[config.mk]
export PLATFORM = sky130hd
export DESIGN_NAME = regfile_sb
export DESIGN_NICKNAME = d
export VERILOG_FILES = /design/src/rtl/cpu_pkg.sv /design/src/rtl/sb_bits.sv /design/src/rtl/regfile_sb.sv
export SDC_FILE = /design/constraint.sdc
export NUM_CORES = 2
export LEC_CHECK = 0
export BUFFER_PORTS_ARGS = -buffer_cell sky130_fd_sc_hd__buf_2
export CORE_ASPECT_RATIO = 1.5
export CORE_MARGIN = 5
export CORE_UTILIZATION = 48
export DETAILED_ROUTE_END_ITERATION = 16
export GPL_TIMING_DRIVEN = 0
export PLACE_DENSITY_LB_ADDON = 0.08
export SLEW_MARGIN = 40
export SYNTH_ARGS = -nofsm -noshare
export SYNTH_HDL_FRONTEND = slang
export SYNTH_HIERARCHICAL = 1
export SYNTH_SLANG_ARGS = --single-unit
[constraint.sdc]
create_clock -name clk -period 3.8 [get_ports clk]
set_clock_uncertainty 0.1 [all_clocks]
set_input_delay 0.38 -clock clk [delete_from_list [all_inputs] [get_ports clk]]
set_output_delay 0.38 -clock clk [all_outputs]
set_load 0.02 [all_outputs]
[src/rtl/cpu_pkg.sv]
// Shared CPU constants and the machine-word type used by the register file.
package cpu_pkg;

    localparam int XLEN_DEFAULT = 32;
    localparam int NREG_DEFAULT = 32;

    typedef logic [XLEN_DEFAULT-1:0] word_t;

endpackage

[src/rtl/sb_bits.sv]
// Scoreboard busy vector: one pending bit per register, issue-set wins over write-clear.
module sb_bits
    import cpu_pkg::*;
#(
    parameter int NREG = NREG_DEFAULT,
    localparam int AW  = $clog2(NREG)
) (
    input  logic            clk,
    input  logic            reset,
    input  logic            set_en,
    input  logic [AW-1:0]   set_idx,
    input  logic            clr0_en,
    input  logic [AW-1:0]   clr0_idx,
    input  logic            clr1_en,
    input  logic [AW-1:0]   clr1_idx,
    output logic [NREG-1:0] busy
);

    logic [NREG-1:0] r_busy;
    logic [NREG-1:0] w_busy_next;

    generate
        for (genvar gi = 0; gi < NREG; gi++) begin : g_bit
            if (gi == 0) begin : g_zero
                // Register 0 is hardwired, so it can never be pending.
                assign w_busy_next[gi] = 1'b0;
            end else begin : g_reg
                logic w_set;
                logic w_clr;
                assign w_set = set_en && (set_idx == AW'(gi));
                assign w_clr = (clr0_en && (clr0_idx == AW'(gi))) ||
                               (clr1_en && (clr1_idx == AW'(gi)));
                assign w_busy_next[gi] = w_set || (r_busy[gi] && !w_clr);
            end
        end
    endgenerate

    always_ff @(posedge clk) begin
        if (reset) begin
            r_busy <= '0;
        end else begin
            r_busy <= w_busy_next;
        end
    end

    assign busy = r_busy;

endmodule

[src/rtl/regfile_sb.sv]
// Multi-port register file with write-through read bypass and an issue scoreboard.
module regfile_sb
    import cpu_pkg::*;
#(
    parameter int XLEN = XLEN_DEFAULT,
    parameter int NREG = NREG_DEFAULT,
    parameter int NRD  = 2,
    localparam int AW  = $clog2(NREG)
) (
    input  logic              clk,
    input  logic              reset,
    input  logic [NRD*AW-1:0] raddr,
    output logic [NRD*XLEN-1:0] rdata,
    output logic [NRD-1:0]    rbusy,
    input  logic              we0,
    input  logic [AW-1:0]     waddr0,
    input  logic [XLEN-1:0]   wdata0,
    input  logic              we1,
    input  logic [AW-1:0]     waddr1,
    input  logic [XLEN-1:0]   wdata1,
    input  logic              iss_valid,
    input  logic [AW-1:0]     iss_rd,
    output logic [NREG-1:0]   busy_vec
);

    logic [XLEN-1:0] r_regs [NREG];
    logic [NREG-1:0] w_busy;

    // Port 1 is assigned last so it wins a same-address collision.
    always_ff @(posedge clk) begin
        if (reset) begin
            for (int k = 0; k < NREG; k++) begin
                r_regs[k] <= '0;
            end
        end else begin
            if (we0 && (waddr0 != '0)) begin
                r_regs[waddr0] <= wdata0;
            end
            if (we1 && (waddr1 != '0)) begin
                r_regs[waddr1] <= wdata1;
            end
        end
    end

    sb_bits #(
        .NREG (NREG)
    ) u_sb_bits (
        .clk      (clk),
        .reset    (reset),
        .set_en   (iss_valid),
        .set_idx  (iss_rd),
        .clr0_en  (we0),
        .clr0_idx (waddr0),
        .clr1_en  (we1),
        .clr1_idx (waddr1),
        .busy     (w_busy)
    );

    generate
        for (genvar gi = 0; gi < NRD; gi++) begin : g_rd
            logic [AW-1:0] w_ra;
            logic          w_hit0;
            logic          w_hit1;

            assign w_ra   = raddr[gi*AW +: AW];
            assign w_hit0 = we0 && (waddr0 == w_ra);
            assign w_hit1 = we1 && (waddr1 == w_ra);

            // Bypass stays live under reset; only storage and busy state are reset.
            assign rdata[gi*XLEN +: XLEN] = (w_ra == '0) ? '0     :
                                            w_hit1       ? wdata1 :
                                            w_hit0       ? wdata0 :
                                                           r_regs[w_ra];

            assign rbusy[gi] = (w_ra != '0) && w_busy[w_ra] && !(w_hit0 || w_hit1);
        end
    endgenerate

    assign busy_vec = w_busy;

endmodule

==> results.md <==
* Status: complete, but fails checks
* Failing checks: negative setup slack
* Highest fanout seen on the critical path at 10
* Clock buffer depth at 3
* Synth-to-Final Area Change at 12.6%
* Reg clk slew, reported paths at 60 ps
* Register area share after synthesis at around 51%
* Worst skew pair latency at 720 ps
* Hold WC Path Type: in2reg
* CTS sink count at 1055
* Final setup vio count at 21
* TritonCTS clock tree: yes
* Clock Tree Root: clkbuf_16
* Dpl ws at -383 ps
* DRT Wirelength at 252 mm
* Core Region at around 0.13 sq mm
* Avg Cell Area, Syn at 14.2 sq um
* Fmax at 256 MHz
* Num CTS Buffers at 108
* Asr flop ratio synth at 0%
* CP startpoint kind: input port
* Non-Filler Instances at between 6000 and 7000
* Final Hold Vio Count at 0
* Inst Count DP at ~6200
* Largest net degree at the start of global routing at 33
* Rows at around 160
* HPWL after DPL at 202 mm
* Final period util at 103%
* Die Wd at 303 um
* DR DRC count at 0
* Post-synth EDFFs at 1024
* Htree depth at 3
* Num ports at 192
* PortBufs at 118
* All-Layer GR Usage at 36.0%
* PnR worst setup slack at -113 ps
* Initial antenna violation count at 14
* Max Cap Viol at 0
* Slew headroom at 35.8%
* Via count at 46600
* Crit path top cell by count: buf_2
* Effective utilization at floorplan at around half
* Tmin final at 3910 ps
* Data required, critical path at 3320 ps
* Unrepaired setup endpoints after global routing: false
* Die area at 0.136 sq mm
* Delay-heaviest family, CP: buffers and inverters
* Fin nets at 4734
* Final Max Slew Viols at 0
* Wire length per cell at 39.1 um
* Synth Flop Type: edfxtp_1
* Global route overflow at 0
* Peak VDD IR at 0.000352 V
* Crit path cell chain: buf_2 -> clkbuf_4 -> buf_2 -> mux4_2 -> a221oi_1 -> a211oi_1 -> a221o_1 -> buf_2
* Antenna violation net count after detailed routing at 0
* DR iter-0 viols at approximately 6700
* Netlist Area Pre-Place at 0.0618 sq mm
* Die height at 450 um
* Crit-path slowest cell: a221oi_1
* Worst Tran Pin Value at 960 ps
* Number of global-route vias before repair at 46100
* Power Dens Cells at approximately 420 mW/mm^2
* Buf/Inv on CP at 4
* Layout cells sized above 1 at roughly a quarter
* Vias per inst at 7.23
* Crit path largest cell delay at around 520 ps
* Yosys reg bits at about 1100
* GPL Wtd Cong at 1.02
* Critical Path End Type: output pin
* Distinct cells, synth at 59
* Leakage at 0.0240 uW
* CP arrival at 3430 ps
* First-pass GRT wire length at 344 mm
* Syn Inst Count at 4344
* TritonRoute pass-1 iters at 6
* CP Class: in2out
* Synth warn at 6
[cells by family (layout without fill, tap and decap cells)]
kind of cell / count (synthesis) / after routing / synth area share, %
AOI/OAI and AO/OA: 1452 / 1452 / 20.5
DFF: 1055 / 1055 / 50.7
buffers and inverters: 747 / 1101 / 5.21
muxes: 724 / 724 / 20.2
and+or+nand+nor: 344 / 344 / 3.04
xor gates and xnor gates: 20 / 20 / 0.283
other: 2 / 38 / 0.0121
[stage by stage]
step	util, %	setup TNS, ps	total power (uW)	hold slack, ps	instance area (sq um)
2_1_floorplan	-	-53400	16600	468	62000
3_3_place_gp	50.4	-928870	18300	390	64700
3_5_place_dp	51.1	-15310	18400	391	65600
4_1_cts	54.1	-8.07	29400	109	69500
5_1_grt	54.3	0	30200	162	69600
6_report	54.3	-857	29600	175	69600
[layout by cell type (no fill, tap or decap), drive strengths merged, types with 6 or more instances in the layout]
master       Yosys  final
a211o            6      6
a211oi          64     64
a221o           63     63
a221oi          62     62
a22o          1054   1054
buf            275    416
bufinv           0     14
clkbuf         440    576
clkinv           0     43
clkinvlp         0      7
conb             2     33
dfxtp           31     31
dlygate4sd3      0      8
edfxtp        1024   1024
inv             32     37
mux2           123    123
mux2i          193    193
mux4           408    408
nand2           78     78
nand2b           7      7
nand3            9      9
nand3b           9      9
nand4b           7      7
nand4bb          7      7
nor2            67     67
nor2b            7      7
nor3            34     34
nor3b            6      6
nor4            64     64
o211a           61     61
o21ai            8      8
o221ai          63     63
o22ai           32     32
o32ai           31     31
or2              6      6
or3             19     19
or3b             6      6
xnor2           12     12
xor2             8      8
[path summary, 6_finish.rpt]
kind,startpoint,to,slack (ps),depth (start not counted)
max,raddr[6],rdata[62],-110,8
min,iss_rd[1],u_sb_bits/busy[14],180,3
max reg2reg,u_sb_bits/busy[26],u_sb_bits/busy[26],2850,2
min reg2reg,u_sb_bits/busy[22],u_sb_bits/busy[22],410,2
[report_power, final]
group,internal [uW],switching (uW)
Clock,6260,4930
Combinational,1670,2940
Sequential,13400,343
[flip-flops by register name (all words and copies together) (netlist names)]
register and count:
u_sb_bits/busy 31, r_regs 1024
[tightest hold or removal path, cell delays in order]
cell,delay [ps]
buf_2,110
nand2_1,270
o32ai_1,200
[per-layer routing]
metal | share of wire, % | vias up | track usage, % | wire length [um]
li1 | - | 19000 | - | -
met4 | 6.4 | 2 | 19.0 | 16100
met5 | 0.031 | - | 0 | 79
met2 | 47 | 3061 | 57.5 | 118000
met1 | 35 | 23900 | 45.2 | 89100
met3 | 11 | 593 | 9.20 | 28700
[synth_stat cells (4+ instances only)]
cell type,instances,area (sq um)
a22o_1,1054,9230
edfxtp_1,1024,30700
clkbuf_1,439,1650
mux4_2,408,9190
mux2i_1,193,1930
buf_2,154,771
mux2_2,122,1370
nand2_1,78,293
buf_1,77,289
nor2_1,66,248
a211oi_1,64,480
nor4_1,64,400
a221o_1,63,631
o221ai_1,63,552
a221oi_1,62,543
o211a_1,61,611
inv_1,32,120
o22ai_1,32,200
dfxtp_1,31,621
o32ai_1,31,272
buf_4,29,218
nor3_1,28,140
or3_1,19,119
buf_6,15,169
xnor2_1,12,105
nand3_1,9,45.0
nand3b_1,9,67.6
xor2_1,8,70.1
nand2b_1,7,43.8
nand4b_1,7,61.3
nand4bb_1,7,78.8
nor2b_1,7,43.8
o21ai_0,7,35.0
a211o_1,6,52.6
nor3_2,6,60.1
nor3b_1,6,45.0
nand4_1,5,31.3
and2_1,4,25.0
or3b_2,4,35.0
[layout make-up]
cell class                      instances  area (sq um)
Fill cell                           10800         58700
Sequential cell                      1055         31400
Multi-Input combinational cell       2573         28000
Buffer                                714          3220
Clock buffer                          130          2830
Tap cell                             1711          2140
Timing Repair Buffer                  156          1210
Clock inverter                         69           742
Inverter                               32           120
Antenna cell                            5          12.5
[repair_timing]
item	in CTS	in global routing
setup endpoints to repair	65	54
pin swaps	0	0
endpoints found under the hold margin	25	0
hold buffers	8	0
gates cloned	0	0
resized for setup	48	59
setup buffers	1	0
(Power assumes the default switching activity.)
